**src/rtl/tlc_phase_fsm_if.sv**
```systemverilog
// Timer handshake shared between the phase sequencer (master) and the n-bit timer (slave).
// The sequencer enables the timer and sets its limit; the timer reports when it reaches that limit.
interface tlc_phase_fsm_if #(
    parameter int n = 6
);
    logic         timer_en;
    logic [n-1:0] t_max;
    logic         timer_done;

    modport master (
        output timer_en,
        output t_max,
        input  timer_done
    );

    modport slave (
        input  timer_en,
        input  t_max,
        output timer_done
    );
endinterface

```
**src/rtl/tlc_phase_fsm.sv**
```systemverilog
// Traffic light phase sequencer: steps main/side roads through their phases on timer_done,
// with side-road car sensing and a latched pedestrian request served after the side phase.
module tlc_phase_fsm #(
    parameter int n        = 6,
    parameter int T_MG_MIN = 9,
    parameter int T_Y      = 2,
    parameter int T_AR     = 1,
    parameter int T_SG     = 7,
    parameter int T_PED    = 5
) (
    input  logic                 clk,
    input  logic                 res_n,
    input  logic                 side_car,
    input  logic                 ped_req,
    tlc_phase_fsm_if.master      tif,
    output logic [2:0]           main_light,
    output logic [2:0]           side_light,
    output logic                 ped_walk,
    output logic [2:0]           state
);

    typedef enum logic [2:0] {
        MG  = 3'd0,
        MY  = 3'd1,
        AR1 = 3'd2,
        SG  = 3'd3,
        SY  = 3'd4,
        AR2 = 3'd5,
        PED = 3'd6
    } phase_e;

    localparam logic [n-1:0] LIM_MG  = n'(T_MG_MIN);
    localparam logic [n-1:0] LIM_Y   = n'(T_Y);
    localparam logic [n-1:0] LIM_AR  = n'(T_AR);
    localparam logic [n-1:0] LIM_SG  = n'(T_SG);
    localparam logic [n-1:0] LIM_PED = n'(T_PED);

    localparam logic [2:0] RED    = 3'b100;
    localparam logic [2:0] YELLOW = 3'b010;
    localparam logic [2:0] GREEN  = 3'b001;

    // Kept as a plain vector so the unused code 7 can exist and be recovered from.
    logic [2:0] state_q;
    logic [2:0] state_d;
    logic       ped_pending;
    logic       mg_request;

    assign mg_request = side_car | ped_pending;
    assign state      = state_q;

    always_ff @(posedge clk or negedge res_n) begin
        if (!res_n) begin
            state_q <= MG;
        end else begin
            state_q <= state_d;
        end
    end

    // Clearing on entry to PED beats a same-cycle press, so one walk serves all waiting requests.
    always_ff @(posedge clk or negedge res_n) begin
        if (!res_n) begin
            ped_pending <= 1'b0;
        end else if ((state_q == AR2) && tif.timer_done && ped_pending) begin
            ped_pending <= 1'b0;
        end else if (ped_req && (state_q != PED)) begin
            ped_pending <= 1'b1;
        end
    end

    always_comb begin
        state_d = state_q;
        case (state_q)
            MG:      if (tif.timer_done && mg_request) state_d = MY;
            MY:      if (tif.timer_done) state_d = AR1;
            AR1:     if (tif.timer_done) state_d = SG;
            SG:      if (tif.timer_done) state_d = SY;
            SY:      if (tif.timer_done) state_d = AR2;
            AR2:     if (tif.timer_done) state_d = ped_pending ? PED : MG;
            PED:     if (tif.timer_done) state_d = MG;
            default: state_d = MG;
        endcase
    end

    // In an idle main green the timer is frozen at its limit so done stays high until a request.
    always_comb begin
        main_light   = RED;
        side_light   = RED;
        ped_walk     = 1'b0;
        tif.t_max    = LIM_MG;
        tif.timer_en = 1'b1;
        case (state_q)
            MG: begin
                main_light   = GREEN;
                tif.t_max    = LIM_MG;
                tif.timer_en = ~(tif.timer_done & ~mg_request);
            end
            MY: begin
                main_light = YELLOW;
                tif.t_max  = LIM_Y;
            end
            AR1: begin
                tif.t_max = LIM_AR;
            end
            SG: begin
                side_light = GREEN;
                tif.t_max  = LIM_SG;
            end
            SY: begin
                side_light = YELLOW;
                tif.t_max  = LIM_Y;
            end
            AR2: begin
                tif.t_max = LIM_AR;
            end
            PED: begin
                ped_walk  = 1'b1;
                tif.t_max = LIM_PED;
            end
            default: begin
                main_light = GREEN;
            end
        endcase
    end

endmodule

```
**src/flat_wrapper.sv**
```systemverilog
// flat-port wrapper written by rule: the top's interface ports become plain ports
module tlc_phase_fsm_flat 
#(
    parameter int n        = 6,
    parameter int T_MG_MIN = 9,
    parameter int T_Y      = 2,
    parameter int T_AR     = 1,
    parameter int T_SG     = 7,
    parameter int T_PED    = 5
)
  (clk, res_n, side_car, ped_req, main_light, side_light, ped_walk, state, tif_timer_en, tif_t_max, tif_timer_done);
  tlc_phase_fsm_if #(.n(n)) tif_i ();
  input  logic clk;
  input  logic res_n;
  input  logic side_car;
  input  logic ped_req;
  output logic [2:0] main_light;
  output logic [2:0] side_light;
  output logic ped_walk;
  output logic [2:0] state;
  output wire logic [$bits(tif_i.timer_en)-1:0] tif_timer_en;
  output wire logic [$bits(tif_i.t_max)-1:0] tif_t_max;
  input wire logic [$bits(tif_i.timer_done)-1:0] tif_timer_done;
  assign tif_timer_en = tif_i.timer_en;
  assign tif_t_max = tif_i.t_max;
  assign tif_i.timer_done = tif_timer_done;
  tlc_phase_fsm #(.n(n), .T_MG_MIN(T_MG_MIN), .T_Y(T_Y), .T_AR(T_AR), .T_SG(T_SG), .T_PED(T_PED)) u_core (.clk(clk), .res_n(res_n), .side_car(side_car), .ped_req(ped_req), .tif(tif_i), .main_light(main_light), .side_light(side_light), .ped_walk(ped_walk), .state(state));
endmodule
```
**config.mk**
```make
export PLATFORM = sky130hd
export DESIGN_NAME = tlc_phase_fsm_flat
export DESIGN_NICKNAME = d
export VERILOG_FILES = /design/src/rtl/tlc_phase_fsm_if.sv /design/src/rtl/tlc_phase_fsm.sv /design/src/flat_wrapper.sv
export SDC_FILE = /design/constraint.sdc
export NUM_CORES = 1
export LEC_CHECK = 0
export CORE_AREA = 2 2 39 41
export CTS_BUF_LIST = sky130_fd_sc_hd__clkbuf_16
export DETAILED_ROUTE_END_ITERATION = 6
export DIE_AREA = 0 0 41 43
export GPL_TIMING_DRIVEN = 0
export HOLD_SLACK_MARGIN = 0.15
export PLACE_DENSITY = 0.65
export SLEW_MARGIN = 20
export SYNTH_ARGS = -nofsm -noshare
export SYNTH_HDL_FRONTEND = slang
export SYNTH_SLANG_ARGS = --single-unit
```
**constraint.sdc**
```tcl
create_clock -name clk -period 1.6 [get_ports clk]
set_clock_uncertainty 0.1 [all_clocks]
set_input_delay 0.32 -clock clk [delete_from_list [all_inputs] [get_ports clk]]
set_output_delay 0.32 -clock clk [all_outputs]
set_load 0.01 [all_outputs]
```
==> impl_metrics.prom <==
# TYPE chip_impl_metric gauge
chip_impl_metric{name="pre_cts_setup_slack",unit="ns"} -0.714
chip_impl_metric{name="nets",unit=""} 86
chip_impl_metric{name="maxSlewViolCount",unit=""} 0
chip_impl_metric{name="netlist.area_leader.share",unit="%"} 28.8
chip_impl_metric{name="yosys_register_bits",unit=""} 4
chip_impl_metric{name="final_layout_size_suffix_gt1_share",unit="%"} 50.6
chip_impl_metric{name="route.detailed.drc",unit=""} 0
chip_impl_metric{name="synthesis.area",unit="um2"} 348
chip_impl_metric{name="initial_utilization",unit="%"} 25.1
chip_impl_metric{name="h-tree-depth",unit=""} 1
chip_impl_metric{name="rr_worst_depth",unit=""} 4
chip_impl_metric{name="finalHoldViolCount",unit=""} 0
chip_impl_metric{name="cell_count_final_fillers_out",unit=""} 95
chip_impl_metric{name="timing.reg2reg.setup_slack",unit="ns"} 0.07
chip_impl_metric{name="power.switching",unit="W"} 0.000654
chip_impl_metric{name="layout_worst_path_cycle_share",unit="%"} 132
chip_impl_metric{name="yosysWarningCount",unit=""} 0
chip_impl_metric{name="hold-worst-slack",unit="ns"} 0.206
chip_impl_metric{name="ctsLongestPathBuffers",unit=""} 2
chip_impl_metric{name="floorplan_die_area",unit="mm2"} 0.00176
chip_impl_info{name="outcome",value="finished with violations"} 1
chip_impl_metric{name="routabilityCongestion",unit=""} 0.786
chip_impl_metric{name="seq_power_share",unit="%"} 12.0
chip_impl_info{name="tritoncts",value="done"} 1
chip_impl_metric{name="wp_data_arrival",unit="ns"} 1.70
chip_impl_metric{name="num_rows",unit=""} 14
chip_impl_info{name="critPathCaptureType",value="primary output"} 1
chip_impl_metric{name="critical_path_maximum_fanout",unit=""} 5
chip_impl_metric{name="dr.first_iter.drc_count",unit=""} 3
chip_impl_metric{name="synth.lib_cells_used.distinct",unit=""} 24
chip_impl_metric{name="globalRoute.totalOverflow",unit=""} 0
chip_impl_info{name="holdCritPathClass",value="in2async"} 1
chip_impl_metric{name="track_usage",unit="%"} 13.5
chip_impl_metric{name="firstDrtPassIters",unit=""} 4
chip_impl_info{name="setup.worst_path.class",value="reg2out"} 1
chip_impl_metric{name="seq_area_frac_synth",unit="%"} 28.8
chip_impl_metric{name="final.min_clock_period",unit="ns"} 2.12
chip_impl_metric{name="vias_cell",unit=""} 4.49
chip_impl_metric{name="ir_drop",unit="mV"} 1.22
chip_impl_info{name="worst_r2r_startpoint",value="u_core.state[2]"} 1
chip_impl_metric{name="flow.area_growth_from_synthesis",unit="%"} 112
chip_impl_metric{name="cts_buffer_count",unit=""} 3
chip_impl_metric{name="routed_wirelength",unit="um"} 1130
chip_impl_metric{name="ys_async_sr_fraction",unit="%"} 100
chip_impl_metric{name="cts_hold_fix_bufs",unit=""} 0
chip_impl_metric{name="final_core_occ",unit="%"} 53.2
chip_impl_metric{name="cellInternalPower",unit="W"} 0.00107
chip_impl_info{name="critical_path.startpoint_type",value="register"} 1
chip_impl_metric{name="floorplan.die.width",unit="um"} 41
chip_impl_metric{name="synth_enable_flop_cells",unit=""} 0
chip_impl_metric{name="ios",unit=""} 22
chip_impl_info{name="critical_path.reg2reg.endpoint",value="u_core.state[0]"} 1
chip_impl_info{name="rsz0062_at_grt",value="true"} 1
chip_impl_metric{name="power.static_leakage",unit="nW"} 0.381
chip_impl_metric{name="cts.clk_slew.worst_paths",unit="ns"} 0.03
chip_impl_metric{name="grt_max_degree",unit=""} 11
chip_impl_metric{name="count_of_inserted_antenna_diode_cells",unit=""} 0
chip_impl_metric{name="maxClockFrequency",unit="MHz"} 473
chip_impl_info{name="yosys.area.top_type",value="sky130_fd_sc_hd__dfrtp_1"} 1
chip_impl_metric{name="vias",unit=""} 427
chip_impl_metric{name="worstSkewPairLatency",unit="ns"} 0.22
chip_impl_metric{name="synthesis.area_per_instance",unit="um2"} 7.10
chip_impl_metric{name="finalSetupViolations",unit=""} 11
chip_impl_metric{name="numPortBuffers",unit=""} 19
chip_impl_metric{name="fp.coreArea",unit="mm2"} 0.00138
chip_impl_metric{name="wl_per_cell",unit="um"} 11.9
chip_impl_metric{name="fin_ws",unit="ns"} -0.516
chip_impl_metric{name="die_height",unit="um"} 43
chip_impl_metric{name="grt_pass1_wl",unit="um"} 1580
chip_impl_metric{name="crit_required",unit="ns"} 1.18
chip_impl_metric{name="cts.sink_count",unit=""} 4
chip_impl_metric{name="grt_pass1_vias",unit=""} 362
chip_impl_info{name="failed_checks",value="negative setup slack"} 1
chip_impl_metric{name="clkPwrFrac",unit="%"} 22.3
chip_impl_metric{name="post-place-cells",unit=""} 85
chip_impl_info{name="clk_root_buffer_cell",value="sky130_fd_sc_hd__clkbuf_16"} 1
chip_impl_info{name="dominantRegCellSynth",value="sky130_fd_sc_hd__dfrtp_1"} 1
chip_impl_metric{name="antenna_found_initial",unit=""} 0
chip_impl_info{name="top_cells_by_area_in_the_synthesized_netlist",value="sky130_fd_sc_hd__dfrtp_1, sky130_fd_sc_hd__nand2_1, sky130_fd_sc_hd__nor2_1, sky130_fd_sc_hd__nand2b_1, sky130_fd_sc_hd__a21oi_1"} 1
chip_impl_metric{name="power-per-cell-area",unit="mW/mm2"} 2340
chip_impl_metric{name="drtAntennaViolNets",unit=""} 0
chip_impl_metric{name="power.share.combinational",unit="%"} 65.8
chip_impl_metric{name="sw_frac_of_total",unit="%"} 38.0
chip_impl_metric{name="cell_count_after_synthesis",unit=""} 49
chip_impl_metric{name="maxCapViolations",unit=""} 0
## layer usage
layer | vias to the layer above | part of all wire, % | GRT usage [%]
met5 | - | 0 | 0
met4 | 0 | 0 | 2.00
met3 | 0 | 6.1 | 9.42
met2 | 15 | 51 | 18.8
met1 | 193 | 43 | 17.3
li1 | 219 | - | -
## power groups by stage
| stage | logic, W | registers [W] | clock network (W) |
|---|---|---|---|
| after floorplan | 0.000457 | 0.000210 | 0 |
| after global placement | 0.000907 | 0.000204 | 0 |
| after detailed placement | 0.000913 | 0.000202 | 0 |
| after CTS | 0.000931 | 0.000201 | 0.000390 |
| after global routing | 0.00123 | 0.000214 | 0.000403 |
| final | 0.00113 | 0.000206 | 0.000384 |
## worst max-delay path, cell delays in order (launching register included)
cell                      delay (ns)
sky130_fd_sc_hd__dfrtp_1        0.37
sky130_fd_sc_hd__buf_6          0.13
sky130_fd_sc_hd__or3_4          0.33
sky130_fd_sc_hd__or4b_4         0.52
sky130_fd_sc_hd__buf_6          0.13
## cell usage after synthesis (all sizes together) (2+ instances only)
library cell  count
nand2             8
nor2              8
dfrtp             4
a21oi             3
buf               3
nand2b            3
clkbuf            2
inv               2
nor2b             2
## worst max path at each step
stage                    start  slack [ns]           end
3_5_place_dp    tif_timer_done       -0.71  tif_timer_en
6_report       u_core.state[0]       -0.52  tif_timer_en
2_1_floorplan  u_core.state[0]       -0.23  tif_timer_en
5_1_grt        u_core.state[0]       -0.55  tif_timer_en
3_3_place_gp    tif_timer_done       -0.72  tif_timer_en
4_1_cts        u_core.state[0]       -0.52  tif_timer_en
## cells by family after synthesis
| group | synth area share [%] |
|---|---|
| compound gates | 16.2 |
| simple gates | 42.1 |
| other cells | 1.08 |
| buf+inv | 11.9 |
| flops | 28.8 |
## cell usage in the layout, fill, tap and decap left out
master                            count
sky130_fd_sc_hd__a21oi_2              1
sky130_fd_sc_hd__or3_4                1
sky130_fd_sc_hd__o21ai_0              1
sky130_fd_sc_hd__nand3_1              1
sky130_fd_sc_hd__o21a_1               1
sky130_fd_sc_hd__nor3b_1              1
sky130_fd_sc_hd__nor2_4               2
sky130_fd_sc_hd__dfrtp_2              1
sky130_fd_sc_hd__a211o_1              1
sky130_fd_sc_hd__buf_8                1
sky130_fd_sc_hd__a31oi_1              1
sky130_fd_sc_hd__or4_1                1
sky130_fd_sc_hd__or2b_4               1
sky130_fd_sc_hd__clkdlybuf4s50_1      5
sky130_fd_sc_hd__buf_4                7
sky130_fd_sc_hd__inv_2                1
sky130_fd_sc_hd__conb_1               2
sky130_fd_sc_hd__nor2_1               6
sky130_fd_sc_hd__nand2_4              1
sky130_fd_sc_hd__clkbuf_16            3
sky130_fd_sc_hd__clkbuf_2             3
sky130_fd_sc_hd__o22ai_1              1
sky130_fd_sc_hd__buf_2                5
sky130_fd_sc_hd__nand2_2              3
sky130_fd_sc_hd__a21oi_1              2
sky130_fd_sc_hd__nand2b_4             1
sky130_fd_sc_hd__dfrtp_1              3
sky130_fd_sc_hd__nor2b_1              2
sky130_fd_sc_hd__dlymetal6s2s_1       2
sky130_fd_sc_hd__buf_6                8
sky130_fd_sc_hd__inv_1                1
sky130_fd_sc_hd__o31ai_1              1
sky130_fd_sc_hd__nand2b_1             2
sky130_fd_sc_hd__or4b_4               1
sky130_fd_sc_hd__nand2_1              4
sky130_fd_sc_hd__and2_1               1
## per-stage QoR
step | area (um2) | total power (W) | TNS (ns)
5_1_grt | 736 | 0.00185 | -2.21
4_1_cts | 657 | 0.00152 | -3.53
2_1_floorplan | 355 | 0.000667 | -0.228
3_5_place_dp | 566 | 0.00112 | -4.54
6_report | 736 | 0.00172 | -1.67
3_3_place_gp | 566 | 0.00111 | -4.42
## flip-flops by register name (all words and copies together) (netlist names)
register / cells
u_core.ped_pending: 1
u_core.state: 3
## area by class of cell
class	instances	area (um2)
buffer	5	52.6
tap	16	20.0
clock buffer	3	75.1
sequential	4	101
fill	137	648
inverter	2	7.51
timing repair buffer	26	220
multi-input combinational	39	259
## timing repair
item	CTS	global route
pin swaps	5	4
endpoints found under the setup margin	13	15
setup buffers	3	4
resized for setup	35	38
Power figures use the tool's default switching activity.
